$ cat config.mk
export PLATFORM = sky130hd
export DESIGN_NAME = morse_pulse_decoder_flat
export DESIGN_NICKNAME = d
export VERILOG_FILES = /design/src/rtl/morse_pulse_decoder_pkg.sv /design/src/rtl/morse_pulse_decoder_if.sv /design/src/rtl/morse_pulse_decoder_lookup.sv /design/src/rtl/morse_pulse_decoder.sv /design/src/flat_wrapper.sv
export SDC_FILE = /design/constraint.sdc
export NUM_CORES = 1
export LEC_CHECK = 0
export ABC_AREA = 1
export BUFFER_PORTS_ARGS = -buffer_cell sky130_fd_sc_hd__buf_2
export CORE_ASPECT_RATIO = 0.5
export CORE_MARGIN = 2
export CORE_UTILIZATION = 45
export DETAILED_ROUTE_END_ITERATION = 8
export SLEW_MARGIN = 30
export SYNTH_ARGS = -nofsm -noshare
export SYNTH_HDL_FRONTEND = slang
export SYNTH_SLANG_ARGS = --single-unit
$ cat constraint.sdc
create_clock -name ClockIn -period 1.8 [get_ports ClockIn]
set_clock_uncertainty 0.05 [all_clocks]
set_input_delay 0.27 -clock ClockIn [delete_from_list [all_inputs] [get_ports ClockIn]]
set_output_delay 0.27 -clock ClockIn [all_outputs]
set_load 0.03 [all_outputs]
$ cat src/rtl/morse_pulse_decoder_pkg.sv
// Purpose : shared types and letter table for the Morse receive path.
// Contents: FSM state enum, per-letter element length/code table, element limit.
// Latency : n/a (constants only); no backpressure.
package morse_pkg;

  typedef enum logic [1:0] {
    IDLE    = 2'd0,
    MARK    = 2'd1,
    SPACE   = 2'd2,
    RECOVER = 2'd3
  } state_t;

  localparam int MAX_ELEMENTS = 4;
  localparam int NUM_LETTERS  = 8;

  // Element [k] describes letter code k. Elements shift in at the LSB with
  // dash = 1, so the first element of a letter ends up in the highest used bit.
  // Concatenation order below runs from letter 7 down to letter 0.
  localparam logic [NUM_LETTERS-1:0][2:0] LETTER_LEN = {
    3'd4,  // 7 ....
    3'd3,  // 6 --.
    3'd4,  // 5 ..-.
    3'd1,  // 4 .
    3'd3,  // 3 -..
    3'd4,  // 2 -.-.
    3'd4,  // 1 -...
    3'd2   // 0 .-
  };

  localparam logic [NUM_LETTERS-1:0][3:0] LETTER_CODE = {
    4'b0000,  // 7 ....
    4'b0110,  // 6 --.
    4'b0010,  // 5 ..-.
    4'b0000,  // 4 .
    4'b0100,  // 3 -..
    4'b1010,  // 2 -.-.
    4'b1000,  // 1 -...
    4'b0001   // 0 .-
  };

  function automatic int max_int(input int a, input int b);
    return (a > b) ? a : b;
  endfunction

endpackage

$ cat src/rtl/morse_pulse_decoder_if.sv
// Purpose : unit-sample input stream and decoded-letter outputs of the decoder.
// Ports   : DotDashIn/NewBitIn (sample stream), LetterOut/LetterValid/Error/Busy.
// Latency : n/a (wires only); no backpressure, the sample stream cannot be stalled.
interface morse_pulse_decoder_if;
  logic       DotDashIn;
  logic       NewBitIn;
  logic [2:0] LetterOut;
  logic       LetterValid;
  logic       Error;
  logic       Busy;

  // Source of samples / consumer of decoded letters.
  modport master (
    output DotDashIn, NewBitIn,
    input  LetterOut, LetterValid, Error, Busy
  );

  // The decoder itself.
  modport slave (
    input  DotDashIn, NewBitIn,
    output LetterOut, LetterValid, Error, Busy
  );
endinterface

$ cat src/rtl/morse_pulse_decoder_lookup.sv
// Purpose : match a completed element pattern against the eight-letter table.
// Ports   : length/code in; match flag and 3-bit letter code out.
// Latency : purely combinational; no backpressure.
module morse_lookup
  import morse_pkg::*;
(
  input  logic [2:0] length,
  input  logic [3:0] code,
  output logic       match,
  output logic [2:0] letter
);

  // Table entries are unique, so at most one iteration can hit.
  always_comb begin
    match  = 1'b0;
    letter = 3'd0;
    for (int k = 0; k < NUM_LETTERS; k++) begin
      if (length == LETTER_LEN[k] && code == LETTER_CODE[k]) begin
        match  = 1'b1;
        letter = 3'(k);
      end
    end
  end

endmodule

$ cat src/rtl/morse_pulse_decoder.sv
// Purpose : decode a unit-sampled Morse mark/space stream into 3-bit letter codes.
// Ports   : ClockIn, Reset (async, active-high); bus = slave side of morse_pulse_decoder_if.
// Latency : LetterValid/Error pulse one cycle after the deciding NewBitIn sample;
//           no backpressure, every strobe is consumed in the cycle it arrives.
module morse_pulse_decoder
  import morse_pkg::*;
#(
  parameter int DASH_UNITS       = 3,
  parameter int LETTER_GAP_UNITS = 3
) (
  input  logic                   ClockIn,
  input  logic                   Reset,
  morse_pulse_decoder_if.slave   bus
);

  // Run counter only needs to reach one past the longest meaningful run.
  localparam int RUN_MAX = max_int(DASH_UNITS, LETTER_GAP_UNITS) + 1;
  localparam int RUN_W   = $clog2(RUN_MAX + 1);

  typedef logic [RUN_W-1:0] run_t;

  localparam run_t       RUN_ONE    = run_t'(1);
  localparam run_t       RUN_SAT    = run_t'(RUN_MAX);
  localparam run_t       DASH_RUN   = run_t'(DASH_UNITS);
  localparam run_t       DASH_LIMIT = run_t'(DASH_UNITS + 1);
  localparam run_t       GAP_RUN    = run_t'(LETTER_GAP_UNITS);
  localparam logic [2:0] LEN_FULL   = 3'(MAX_ELEMENTS);

  state_t     state_q, state_d;
  run_t       run_q, run_d;
  logic [2:0] len_q, len_d;
  logic [3:0] code_q, code_d;
  logic [2:0] letter_q, letter_d;
  logic       valid_q, valid_d;
  logic       error_q, error_d;
  logic       busy_q;

  run_t       run_inc;
  logic       lk_match;
  logic [2:0] lk_letter;
  logic       is_dot;
  logic       is_dash;

  morse_lookup u_lookup (
    .length (len_q),
    .code   (code_q),
    .match  (lk_match),
    .letter (lk_letter)
  );

  assign run_inc = (run_q == RUN_SAT) ? run_q : run_q + RUN_ONE;
  assign is_dot  = (run_q == RUN_ONE);
  assign is_dash = (run_q == DASH_RUN);

  always_ff @(posedge ClockIn or posedge Reset) begin
    if (Reset) begin
      state_q  <= IDLE;
      run_q    <= '0;
      len_q    <= '0;
      code_q   <= '0;
      letter_q <= '0;
      valid_q  <= 1'b0;
      error_q  <= 1'b0;
      busy_q   <= 1'b0;
    end else begin
      state_q  <= state_d;
      run_q    <= run_d;
      len_q    <= len_d;
      code_q   <= code_d;
      letter_q <= letter_d;
      valid_q  <= valid_d;
      error_q  <= error_d;
      busy_q   <= (state_d != IDLE);
    end
  end

  always_comb begin
    state_d  = state_q;
    run_d    = run_q;
    len_d    = len_q;
    code_d   = code_q;
    letter_d = letter_q;
    valid_d  = 1'b0;
    error_d  = 1'b0;

    if (bus.NewBitIn) begin
      unique case (state_q)
        IDLE: begin
          // Leading lows are absorbed; the first mark starts a fresh letter.
          if (bus.DotDashIn) begin
            state_d = MARK;
            run_d   = RUN_ONE;
            len_d   = '0;
            code_d  = '0;
          end
        end

        MARK: begin
          if (bus.DotDashIn) begin
            run_d = run_inc;
            if (run_inc == DASH_LIMIT) begin
              error_d = 1'b1;
              state_d = RECOVER;
              run_d   = '0;
            end
          end else if (!(is_dot || is_dash) || len_q == LEN_FULL) begin
            // Mark length between dot and dash, or one element too many.
            error_d = 1'b1;
            state_d = RECOVER;
            run_d   = '0;
          end else begin
            len_d   = len_q + 3'd1;
            code_d  = {code_q[2:0], is_dash};
            state_d = SPACE;
            // The low that ended the mark is the first unit of the gap.
            run_d   = RUN_ONE;
          end
        end

        SPACE: begin
          if (!bus.DotDashIn) begin
            run_d = run_inc;
            if (run_inc >= GAP_RUN) begin
              if (lk_match) begin
                valid_d  = 1'b1;
                letter_d = lk_letter;
              end else begin
                error_d = 1'b1;
              end
              state_d = IDLE;
              run_d   = '0;
            end
          end else if (run_q == RUN_ONE) begin
            state_d = MARK;
            run_d   = RUN_ONE;
          end else begin
            // Gap too long for an element gap, too short for a letter gap.
            error_d = 1'b1;
            state_d = RECOVER;
            run_d   = '0;
          end
        end

        RECOVER: begin
          // Any mark restarts the count of consecutive lows.
          if (bus.DotDashIn) begin
            run_d = '0;
          end else begin
            run_d = run_inc;
            if (run_inc >= GAP_RUN) begin
              state_d = IDLE;
              run_d   = '0;
            end
          end
        end

        default: begin
          state_d = IDLE;
          run_d   = '0;
        end
      endcase
    end
  end

  assign bus.LetterOut   = letter_q;
  assign bus.LetterValid = valid_q;
  assign bus.Error       = error_q;
  assign bus.Busy        = busy_q;

endmodule

$ cat src/flat_wrapper.sv
// flat-port wrapper written by rule: the top's interface ports become plain ports
module morse_pulse_decoder_flat import morse_pkg::*;
#(
  parameter int DASH_UNITS       = 3,
  parameter int LETTER_GAP_UNITS = 3
)
  (ClockIn, Reset, bus_DotDashIn, bus_NewBitIn, bus_LetterOut, bus_LetterValid, bus_Error, bus_Busy);
  morse_pulse_decoder_if bus_i ();
  input  logic ClockIn;
  input  logic Reset;
  input wire logic [$bits(bus_i.DotDashIn)-1:0] bus_DotDashIn;
  input wire logic [$bits(bus_i.NewBitIn)-1:0] bus_NewBitIn;
  output wire logic [$bits(bus_i.LetterOut)-1:0] bus_LetterOut;
  output wire logic [$bits(bus_i.LetterValid)-1:0] bus_LetterValid;
  output wire logic [$bits(bus_i.Error)-1:0] bus_Error;
  output wire logic [$bits(bus_i.Busy)-1:0] bus_Busy;
  assign bus_i.DotDashIn = bus_DotDashIn;
  assign bus_i.NewBitIn = bus_NewBitIn;
  assign bus_LetterOut = bus_i.LetterOut;
  assign bus_LetterValid = bus_i.LetterValid;
  assign bus_Error = bus_i.Error;
  assign bus_Busy = bus_i.Busy;
  morse_pulse_decoder #(.DASH_UNITS(DASH_UNITS), .LETTER_GAP_UNITS(LETTER_GAP_UNITS)) u_core (.ClockIn(ClockIn), .Reset(Reset), .bus(bus_i));
endmodule
### After elaboration in Yosys (flattened, before gate mapping)

Cells that the tools add are included.

| storage, ports and cells | value |
|---|---|
| flip-flop bits (word level) | 18 |
| logic and storage cells | 107 |
| output and inout bits | 6 |

| operators by class | value |
|---|---|
| add/sub/neg operators | 2 |
| bitwise gates (word level) | 1 |
| mux-type cells | 57 |
| equal/unequal tests | 20 |
| reductions and logical operators | 18 |
| magnitude comparators | 1 |

Operators by type and width:

| cell | number |
|---|---|
| 3-bit two-way mux | 16 |
| 1-bit two-way mux | 25 |
| 2-bit two-way mux | 8 |
| 4-bit two-way mux | 3 |
| 3-bit one-hot mux with 4 select lines | 1 |
| 5-bit AND reduction | 2 |
| 3-bit by 2-bit == test with 1-bit output, second input constant | 3 |
| 3-bit == test, second input constant | 3 |
| 4-bit by 3-bit == test with 1-bit output, second input constant | 2 |
| 4-bit == test, second input constant | 2 |
| 1-bit logical AND | 8 |
| 2-bit one-hot mux with 4 select lines | 1 |
| 4-bit one-hot mux with 2 select lines | 1 |
| 3-bit by 1-bit adder with 3-bit output, second input constant | 2 |
| 3-bit by 1-bit == test with 1-bit output, second input constant | 2 |
| 2-bit != test, second input constant | 3 |
| 3-bit one-hot mux with 2 select lines | 1 |
| 2-bit == test, second input constant | 2 |
| 4-bit by 1-bit == test with 1-bit output, second input constant | 1 |
| 4-bit by 2-bit == test with 1-bit output, second input constant | 1 |
| 4-bit zero test | 1 |
| 2-bit nonzero test | 2 |
| 3-bit by 2-bit greater-or-equal comparator with 1-bit output, second input constant | 1 |
| 2-bit by 1-bit == test with 1-bit output, second input constant | 1 |
| other kinds (6) | 7 |

### Logic depth before layout (Yosys ltp)

Gate-level depths: netlist (run 1).

| logic depth | value |
|---|---|
| word-level depth | 15 |
| mapped depth | 11 |
| depth with buffers taken out | 11 |

### Modules after synthesis

From an unflattened synthesis (run 1), not the netlist that was laid out.

| unflattened totals | value |
|---|---|
| cell total of the unflattened synthesis | 193 |
| area, all modules | 1303.8 um2 |

Modules (own cells, without submodules):

| module | area an instance (um2) | instances | cells each |
|---|---|---|---|
| morse_pulse_decoder | 1109.8 | 1 | 148 |
| morse_lookup | 193.9 | 1 | 45 |

### Worst setup path before layout (run 1)

No wires, ideal clock.

| timing | value |
|---|---|
| kind | reg-to-reg |
| from | register u_core.run_q[0] |
| to | register u_core.letter_q[0] (netlist: u_core.bus.LetterOut[0]) |
| stages on the path, launching flop included | 9 |
| setup time | 0.119 ns |
| data required time | 1.631 ns |
| data arrival time | 1.444 ns |
| slack | 0.188 ns |
| cells stage by stage | dfrtp_1 > ha_1 > ha_1 > nand3_1 > nand2_1 > nor2_1 > nand2_4 > nand2_1 > o21ai_2 |

| on the way | value |
|---|---|
| longest elaborated chain between the ends | 4 |
| elaborated cells on any way between the ends | 5 |
| those cells by class | add/sub (1); order compare (1); eq/ne (1); mux (1); reduce/logical (1) |

Ends and longest elaborated chain:

| item | RTL line | text |
|---|---|---|
| start, declared | morse_pulse_decoder.sv:30 | `run_t run_q, run_d;` |
| start signal, assigned | morse_pulse_decoder.sv:67 | `run_q <= run_d;` |
| 3-bit by 1-bit adder with 3-bit output / 3-bit == test (equally long branches) | morse_pulse_decoder.sv:51 | `assign run_inc = (run_q == RUN_SAT) ? run_q : run_q + RUN_ONE;` |
| 3-bit two-way mux (*) | morse_pulse_decoder.sv:51 |  |
| 3-bit by 2-bit greater-or-equal comparator with 1-bit output (*) | morse_pulse_decoder.sv:123 | `if (run_inc >= GAP_RUN) begin` |
| 5-bit AND reduction (no source line) (*) | -- |  |
| end signal, assigned | morse_pulse_decoder.sv:70 | `letter_q <= letter_d;` |
| end, declared | morse_pulse_decoder.sv:33 | `logic [2:0] letter_q, letter_d;` |

Every way passes the cells marked *; elsewhere a longest branch is shown, timed or not.
A chain may end at the register's enable or synchronous reset.

### Final worst setup path (run 1)

| timing | value |
|---|---|
| from | register u_core.run_q[0] |
| to | register u_core.busy_q (netlist: u_core.bus.Busy) |

| on the way | value |
|---|---|
| longest elaborated chain between the ends | 9 |
| elaborated cells on any way between the ends | 20 |
| those cells by class | add/sub (1); order compare (1); eq/ne (4); mux (10); reduce/logical (4) |

Ends and longest elaborated chain:

| item | RTL line | text |
|---|---|---|
| branches (longest 6 deep; another with 3-bit by 1-bit adder with 3-bit output) | -- |  |
| 2-bit one-hot mux with 4 select lines (*) | morse_pulse_decoder.sv:87 | `unique case (state_q)` |
| 2-bit two-way mux (*) | morse_pulse_decoder.sv:86 | `if (bus.NewBitIn) begin` |
| 2-bit nonzero test (*) | morse_pulse_decoder.sv:73 | `busy_q <= (state_d != IDLE);` |
| end signal, assigned | morse_pulse_decoder.sv:73 |  |
| end, declared | morse_pulse_decoder.sv:36 | `logic busy_q;` |

Mark *: on every way between the ends.

==> results of run 1 <==
synth_stat cells, types with 2 or more instances:
| library cell | count | area [um2] |
|---|---|---|
| nand2_1 | 50 | 188 |
| o21ai_0 | 10 | 50.1 |
| nand2_2 | 3 | 18.8 |
| nor2_1 | 10 | 37.5 |
| o21ai_1 | 3 | 15.0 |
| inv_1 | 23 | 86.3 |
| ha_1 | 14 | 175 |
| nand4_1 | 4 | 25.0 |
| o21ai_2 | 2 | 17.5 |
| nor2_2 | 6 | 37.5 |
| nand3_1 | 13 | 65.1 |
| a21oi_1 | 3 | 15.0 |
| dfrtp_1 | 18 | 450 |
| inv_2 | 4 | 15.0 |
| o211ai_1 | 2 | 15.0 |
area by class of cell:
cell class | instances | area (um2)
repair buffers | 15 | 92.6
multi-input cells | 127 | 747
flip-flops and latches | 18 | 450
well taps | 37 | 46.3
fillers | 247 | 1160
clock buffers | 4 | 55.1
inverters | 27 | 101
worst min-delay path by stage:
stage	endpoint	depth (start not counted)
3_5_place_dp	u_core.bus.LetterOut[2]	3
2_1_floorplan	u_core.bus.Busy	1
4_1_cts	u_core.bus.Error	3
3_3_place_gp	u_core.bus.LetterValid	3
6_report	u_core.bus.Error	3
5_1_grt	u_core.bus.Error	3
registers in the layout, indices dropped and copies added (netlist names):
| register | flops |
|---|---|
| u_core.code_q | 4 |
| u_core.bus.Error | 1 |
| u_core.len_q | 3 |
| u_core.bus.LetterOut | 3 |
| u_core.run_q | 3 |
| u_core.bus.Busy | 1 |
| u_core.state_q | 2 |
| u_core.bus.LetterValid | 1 |
worst min-delay path, stage by stage:
cell and delay [ns]:
buf_2 0.12, nand2_1 0.07, a21oi_2 0.03
routing by layer:
metal	vias up	share of wire, %
li1	589	-
met1	527	49
met2	27	45
met3	5	5.2
met4	0	0.89
met5	-	0
layout by cell type, fill, tap and decap left out, drive strengths merged:
cell type and instances:
ha 14, and3b 1, dfrtp 18, o211a 1, o22ai 1, dlygate4sd3 1
inv 27, nand4 4, nor3 1, nand2 54, nand3 14, o211ai 2
buf 14, a21oi 4, clkbuf 4, o21ai 15, nor2 16
where the power goes:
group | internal, uW | switching, uW | leakage [uW]
Sequential | 531 | 126 | 0.000237
Combinational | 426 | 767 | 0.000561
Clock | 195 | 145 | 0.0000288
Total | 1150 | 1040 | 0.000827
what timing repair did:
action,4_1_cts,5_1_grt
hold endpoints to repair,18,0
buffers inserted,0,3
endpoints found under the setup margin,0,13
resized for setup,0,7
hold buffers,1,0
logic make-up (layout without fill, tap and decap cells):
family,after synthesis,after routing,synth area share [%]
buffers and inverters,28,46,8.77
AND/OR/NAND/NOR,90,90,31.8
flip-flops,18,18,35.1
AO/OA/AOI/OAI,23,23,10.7
adder cells (fa/ha/maj),14,14,13.6
stage by stage:
step	power [uW]	area (um2)	util [%]
after floorplan	1480	1280	-
after global placement	1720	1380	52.0
after detailed placement	1740	1380	52.0
after CTS	2090	1440	54.5
after global routing	2390	1490	56.3
final	2190	1490	56.3
==> out/summary.txt, run 1 <==
register-to-register setup slack - 0.12 ns
crit path capture type - register
Pre-antenna DRT Iters - 6
P&R area growth vs syn - 16.3%
GR Util met2 - 27.6%
met3 track utilization from global routing - 5.43%
most used flip-flop cell after synthesis - dfrtp_1
delay-heaviest family, CP - adder cells
FMAX - 594 MHz
Iteration-0 DRC Markers - 65
antenna viol nets, final - 0
ys async rst share - 100%
Post-Syn Nets - 191
share of cells above drive strength 1 - 23.0%
die footprint - 3320 um2
Fin. Hold Viols - 0
Reg2Reg Depth - 8
Min-Delay Path Class - in -> reg
data arrival time of the critical path - 1.77 ns
HPWL Detailed - 2040 um
CTS clk-pin slew, worst paths - 0.07 ns
Setup WS pre-CTS - 0.0402 ns
row count - 13
Final Non-Filler Cells - 228
Final Critical Period - 1.68 ns
Core ar. - 2650 um2
largest net degree at the start of global routing - 19
Setup Crit Path Kind - reg -> reg
worst hold start - bus_NewBitIn
M1 GR Usage - 25.1%
Synth Register Bits - 18
yosys warns - 0
clk sinks - 18
Finish-stage setup viols - 0
H-tree lvl count - 1
CP required - 1.89 ns
Max-Cap Viols - 0
Worst path max stage delay - 0.42 ns
Rel. slew slack - 83.9%
first-pass GRT wire length - 4600 um
Cells after Synth - 173
CTS tree - yes
worst-case clock buffer depth - 2
crit share post-route - 93.5%
Worst Slack Setup Final - 0.117 ns
top-level port count - 10
initial antenna violation count - 0
Vias per Instance - 5.04
WL final - 2820 um
Avg Cell Area, Syn - 7.42 um2
Buf/Inv on CP - 0
number of port buffers - 9
Worst Setup SP - u_core.run_q[0]
Worst Tran Pin Value - 0.241 ns
vias in the first global route - 1023
status - complete, no violations
Die W - 79.5 um
sequential area share after synthesis - 35.1%
gpl congestion - 0.865
Ant. Diodes - 0
PD cells - 1470 nW/um2
Unique masters post-synth - 23
hold slack final - 0.224 ns
Final Max Tran Viols - 0
CP endpoint - u_core.bus.Busy
DR vias - 1148
Total GRT Usage - 17.9%
unrepaired setup endpoints after global routing - true
clk root buf - clkbuf_8
WP depth - 8
CP max FO - 5
nets@finish - 210
number of cells after detailed placement - 220
Max VDD drop - 0.745 mV
Startpoint Class - register
ordered list of cells on the worst path - ha_1, ha_1, nand3_2, nand2_2, nand2_1, nand2_1, o22ai_2, nand3_1
drt drc - 0
busiest grt layer - met2
GR Overflow Total - 0
Post-synth EDFFs - 0
Leakage - 0.000827 uW
reg2reg start - u_core.run_q[0]
Slowest-stage cell, CP - dfrtp_1
CTS buffer count - 3
setup_tns - 0 ns
RR Endpoint - u_core.bus.Busy
WL/cell - 12.4 um
Cell Area, Synth - 1280 um2
Die H - 41.8 um
clock latency on the worst-skew pair - 0.26 ns
initial core utilization - 48.4%
No activity file was read; power rests on OpenSTA's default activity.
==> run 2, diff against run 1 <==
--- a/config.mk
+++ b/config.mk
@@ -11,7 +11,9 @@
 export CORE_MARGIN = 2
 export CORE_UTILIZATION = 45
 export DETAILED_ROUTE_END_ITERATION = 8
+export PLACE_DENSITY_LB_ADDON = 0.3
 export SLEW_MARGIN = 30
 export SYNTH_ARGS = -nofsm -noshare
 export SYNTH_HDL_FRONTEND = slang
 export SYNTH_SLANG_ARGS = --single-unit
+export TNS_END_PERCENT = 100
==> out/summary.txt, run 2 (same netlist as run 1, synthesis figures left out) <==
Min-Delay Path Class - in -> async
initial core utilization - 48.4%
antenna viol nets, final - 0
Slowest-stage cell, CP - dfrtp_1
Worst path max stage delay - 0.43 ns
gpl congestion - 0.934
CTS clk-pin slew, worst paths - 0.08 ns
drt drc - 0
Finish-stage setup viols - 0
most common cell after layout, fill and taps aside - nand2_1
hold slack final - 0.0527 ns
total power - 2160 uW
Vias per Instance - 5.13
Ant. Diodes - 0
Setup Crit Path Kind - reg -> reg
Final Non-Filler Cells - 223
PD cells - 1480 nW/um2
Fin. Hold Viols - 0
largest net degree at the start of global routing - 19
H-tree lvl count - 1
HPWL Detailed - 1950 um
Total GRT Usage - 17.7%
register-to-register setup slack - 0.13 ns
Max VDD drop - 0.480 mV
WL/cell - 11.9 um
clk root buf - clkbuf_8
crit share post-route - 92.8%
CTS buffer count - 3
P&R area growth vs syn - 13.9%
largest register by flop count - u_core.code_q
CP required - 1.96 ns
worst-case clock buffer depth - 2
number of cells after detailed placement - 218
crit path capture type - register
Iteration-0 DRC Markers - 75
critical path's most frequent cell - ha_1
setup_tns - 0 ns
# fillers - 246
CTS tree - yes
vias in the first global route - 981
Pre-antenna DRT Iters - 4
Die W - 79.5 um
WL final - 2660 um
Worst Tran Pin Value - 0.702 ns
nets@finish - 205
GR Overflow Total - 0
clk sinks - 18
initial antenna violation count - 0
CP max FO - 5
Buf/Inv on CP - 1
top-level port count - 10
Layout Utilization - 55.2%
CTS Hold Bufs - 0
number of port buffers - 9
Final Max Tran Viols - 0
ordered list of cells on the worst path - ha_1, ha_1, nand3_2, nor3_2, nand3_1, nand4_1, o21ai_0, inv_1
Startpoint Class - register
max reg flops - 4
Final Critical Period - 1.67 ns
clock latency on the worst-skew pair - 0.26 ns
Max-Cap Viols - 0
share of cells above drive strength 1 - 23.1%
data arrival time of the critical path - 1.83 ns
register area - 452 um2
Leakage - 0.000802 uW
delay-heaviest family, CP - adder cells
multi-input logic area - 756 um2
row count - 13
Die H - 41.8 um
commonest non-fill, non-tap cells in the layout - 48 x nand2_1, 23 x inv_1, 17 x dfrtp_1
status - complete, no violations
FMAX - 599 MHz
die footprint - 3320 um2
Core ar. - 2650 um2
Rel. slew slack - 53.2%
DR vias - 1145
first-pass GRT wire length - 4510 um
==> run 2: area by class of cell <==
class	instances	share of cell area (%)
multi-input cells	127	51.7
flip-flops and latches	18	30.9
inverters	27	6.93
clock buffers	4	3.76
repair buffers	10	3.59
well taps	37	3.17
==> run 2: per-stage QoR <==
stage | area, um2 | setup WS (ns)
6_report | 1460 | 0.130
5_1_grt | 1460 | -0.00181
4_1_cts | 1420 | 0.0472
3_5_place_dp | 1360 | 0.0706
3_3_place_gp | 1360 | 0.105
2_1_floorplan | 1280 | 0.188
==> run 2: power breakdown <==
part / total [uW] / switching [uW] / leakage, uW / internal (uW)
logic: 1150 / 747 / 0.000537 / 401
clock network: 347 / 152 / 0.0000288 / 195
registers: 667 / 135 / 0.000236 / 532
total: 2160 / 1030 / 0.000802 / 1130
==> run 2: timing repair <==
item | CTS | global route
resized for setup | 0 | 11
setup endpoints to repair | 0 | 12
setup buffers | 0 | 1
==> run 2: metal layers <==
| layer | wire length (um) | vias up | global-route usage, % | part of all wire, % |
|---|---|---|---|---|
| met1 | 1300 | 528 | 24.4 | 49 |
| met2 | 1230 | 29 | 26.4 | 46 |
| met4 | 19 | 0 | 5.86 | 0.71 |
| met5 | 0 | - | 0 | 0 |
| li1 | - | 586 | - | - |
| met3 | 111 | 2 | 5.43 | 4.2 |
==> run 2: final timing paths <==
path | startpoint | endpoint | cells after the start
worst max-delay path | u_core.run_q[0] | u_core.run_q[0] | 8
worst min-delay path | Reset | u_core.bus.Error | 2
worst max register to register | u_core.run_q[0] | u_core.run_q[0] | 8
worst min register to register | u_core.bus.LetterOut[0] | u_core.bus.LetterOut[0] | 2
max in group asynchronous | Reset | u_core.state_q[1] | 2
min in group ClockIn | bus_NewBitIn | u_core.bus.Error | 3
==> run 2: worst register-to-register path, cell delays in order, from the launching register on <==
cell and delay, ns:
dfrtp_1 0.43, ha_1 0.22, ha_1 0.30, nand3_2 0.13
nor3_2 0.18, nand3_1 0.09, nand4_1 0.07, o21ai_0 0.09
inv_1 0.06
==> run 3, diff against run 2 <==
--- a/config.mk
+++ b/config.mk
@@ -5,13 +5,13 @@
 export SDC_FILE = /design/constraint.sdc
 export NUM_CORES = 1
 export LEC_CHECK = 0
-export ABC_AREA = 1
+export ABC_AREA = 0
 export BUFFER_PORTS_ARGS = -buffer_cell sky130_fd_sc_hd__buf_2
 export CORE_ASPECT_RATIO = 0.5
 export CORE_MARGIN = 2
 export CORE_UTILIZATION = 45
 export DETAILED_ROUTE_END_ITERATION = 8
-export PLACE_DENSITY_LB_ADDON = 0.3
+export PLACE_DENSITY = 0.6
 export SLEW_MARGIN = 30
 export SYNTH_ARGS = -nofsm -noshare
 export SYNTH_HDL_FRONTEND = slang
==> out/summary.txt, run 3 <==
status - complete, but fails checks
violated checks - setup timing
top-level port count - 10
CTS tree - yes
Sw Ratio - 39.6%
worst-case clock buffer depth - 2
Vias per Instance - 5.48
P&R area growth vs syn - 57.3%
Internal Power - 1620 uW
cell with the most instances after synthesis - dfrtp_1
total power - 2680 uW
Unique masters post-synth - 39
Post-synth EDFFs - 0
Max VDD drop - 0.752 mV
largest net degree at the start of global routing - 19
Synth top cells by count - 18 x dfrtp_1, 14 x ha_1, 12 x inv_1, 12 x nand2_1
Avg Cell Area, Syn - 9.11 um2
Finish-stage setup viols - 11
Synth top area share - 36.1%
share of cells above drive strength 1 - 50.0%
Iteration-0 DRC Markers - 50
number of port buffers - 9
unrepaired setup endpoints after global routing - true
CP required - 1.90 ns
Final Max Tran Viols - 0
clk root buf - clkbuf_8
met3 track utilization from global routing - 4.63%
GR Overflow Total - 0
max reg flops - 4
largest register by flop count - u_core.code_q
row count - 13
CP max FO - 4
M1 GR Usage - 28.6%
Post-Syn Nets - 155
register area - 453 um2
share of total power in sequential cells - 21.5%
multi-input logic area - 955 um2
die footprint - 3230 um2
Placement Cell Area - 1630 um2
# fillers - 187
most used flip-flop cell after synthesis - dfrtp_1
Leakage - 0.000913 uW
gpl congestion - 0.814
Pre-antenna DRT Iters - 4
Synth Register Bits - 18
yosys warns - 0
Rel. slew slack - 73.8%
Setup Crit Path Kind - reg -> reg
nets@finish - 209
DR vias - 1245
crit share post-route - 106%
PD cells - 1370 nW/um2
Worst Slack Setup Final - -0.101 ns
Cell Area, Synth - 1250 um2
Worst Tran Pin Value - 0.394 ns
clock latency on the worst-skew pair - 0.26 ns
Fin. Hold Viols - 0
CTS clk-pin slew, worst paths - 0.07 ns
Ant. Diodes - 0
antenna viol nets, final - 0
commonest non-fill, non-tap cells in the layout - 41 x buf_4, 16 x dfrtp_1, 11 x nand2_1
Die H - 41.2 um
H-tree lvl count - 1
Cells after Synth - 137
first-pass GRT wire length - 5280 um
Startpoint Class - register
Die W - 78.5 um
NetSw - 1060 uW
cell taking the most area after synthesis - dfrtp_1
drt drc - 0
crit path capture type - register
Logic pwr share - 65.9%
FMAX - 526 MHz
GR Util met2 - 40.7%
busiest grt layer - met2
CTS buffer count - 3
most common cell after layout, fill and taps aside - buf_4
Max-Cap Viols - 0
clock share of power - 12.6%
WL final - 3450 um
Core ar. - 2620 um2
Min-Delay Path Class - in -> reg
data arrival time of the critical path - 2.00 ns
dominant cells by area after synthesis - dfrtp_1 36%, ha_1 14%, a22o_1 4.2%, o21ai_0 3.6%, inv_1 3.6%
HPWL Detailed - 2260 um
vias in the first global route - 1139
ys async rst share - 100%
initial antenna violation count - 0
initial core utilization - 47.6%
final instance area - 1960 um2
clk sinks - 18
Total GRT Usage - 22.4%
sequential area share after synthesis - 36.1%
Final Critical Period - 1.90 ns
WL/cell - 15.2 um
==> run 3: cell types whose count changed after synthesis, moves of 3 or more <==
cell / change
a21oi_1: +3
a22o_1: +6
clkbuf_1: +4
inv_1: -11
inv_2: -4
nand2_1: -38
nand2_2: -3
nand3_1: -11
nand3b_1: +3
nor2_2: -6
nor3_1: +3
o21ai_1: -3
==> run 3: path summary, 6_finish.rpt <==
kind                                    startpoint                       to  slack, ns  cells past startpoint
min reg2reg                u_core.bus.LetterOut[0]  u_core.bus.LetterOut[0]       0.44                      2
min in group asynchronous                    Reset         u_core.bus.Error       0.52                      4
max                                u_core.run_q[0]  u_core.bus.LetterOut[1]      -0.10                      6
max reg2reg                        u_core.run_q[0]  u_core.bus.LetterOut[1]      -0.10                      6
max in group asynchronous                    Reset          u_core.len_q[0]       0.96                      4
min                                   bus_NewBitIn         u_core.bus.Error       0.25                      3
==> run 3: final cells by class <==
| class | count | area share (%) |
|---|---|---|
| sequential | 18 | 23.1 |
| multi-input combinational | 101 | 48.7 |
| timing repair buffer | 55 | 20.8 |
| clock buffer | 4 | 2.81 |
| inverter | 12 | 2.30 |
| tap | 37 | 2.36 |
==> run 3: timing repair <==
item                                    CTS  global route
hold endpoints to repair                 18             0
pin swaps                                13            14
gates resized for setup                  18            23
endpoints found under the setup margin   16            18
buffers inserted                          7             4
hold buffers                              1             0
==> run 3: kinds of logic after synthesis <==
group                      after synthesis  share of synthesized area, %
buffers and inverters                   18                          6.12
xor gates and xnor gates                 1                         0.702
adders and majority gates               14                          14.0
and+or+nand+nor                         41                          16.5
AOI/OAI and AO/OA                       43                          24.8
muxes                                    2                          1.71
DFF                                     18                          36.1
==> run 3: metal layers <==
layer	wire (um)	part of all wire, %
met5	0	0
met4	0	0
met3	58	1.7
met2	1670	48
met1	1720	50
==> run 3: through the flow <==
stage / cells / hold slack, ns / utilization [%] / TNS [ns] / worst slack [ns]
2_1_floorplan: 137 / 0.159 / - / -0.0535 / -0.0374
3_3_place_gp: 211 / 0.243 / 62.1 / -1.09 / -0.147
3_5_place_dp: 211 / 0.249 / 62.1 / -1.46 / -0.154
4_1_cts: 223 / 0.249 / 69.3 / -0.197 / -0.0723
5_1_grt: 227 / 0.243 / 74.9 / -1.51 / -0.153
6_report: 227 / 0.249 / 74.9 / -0.484 / -0.101
==> run 3: critical path: stages (launching register included) <==
cell and delay, ns:
dfrtp_2 0.45, ha_4 0.18, ha_4 0.21, a21bo_4 0.24
o2111ai_4 0.18, buf_6 0.18, o41ai_4 0.31
==> run 3: power by group through the flow <==
stage / sequential [uW] / clock [uW] / combinational [uW]
floorplan: 590 / 0 / 702
global placement: 553 / 0 / 1350
detailed placement: 558 / 0 / 1360
CTS: 563 / 347 / 1540
global route: 592 / 370 / 1900
finish: 577 / 337 / 1770
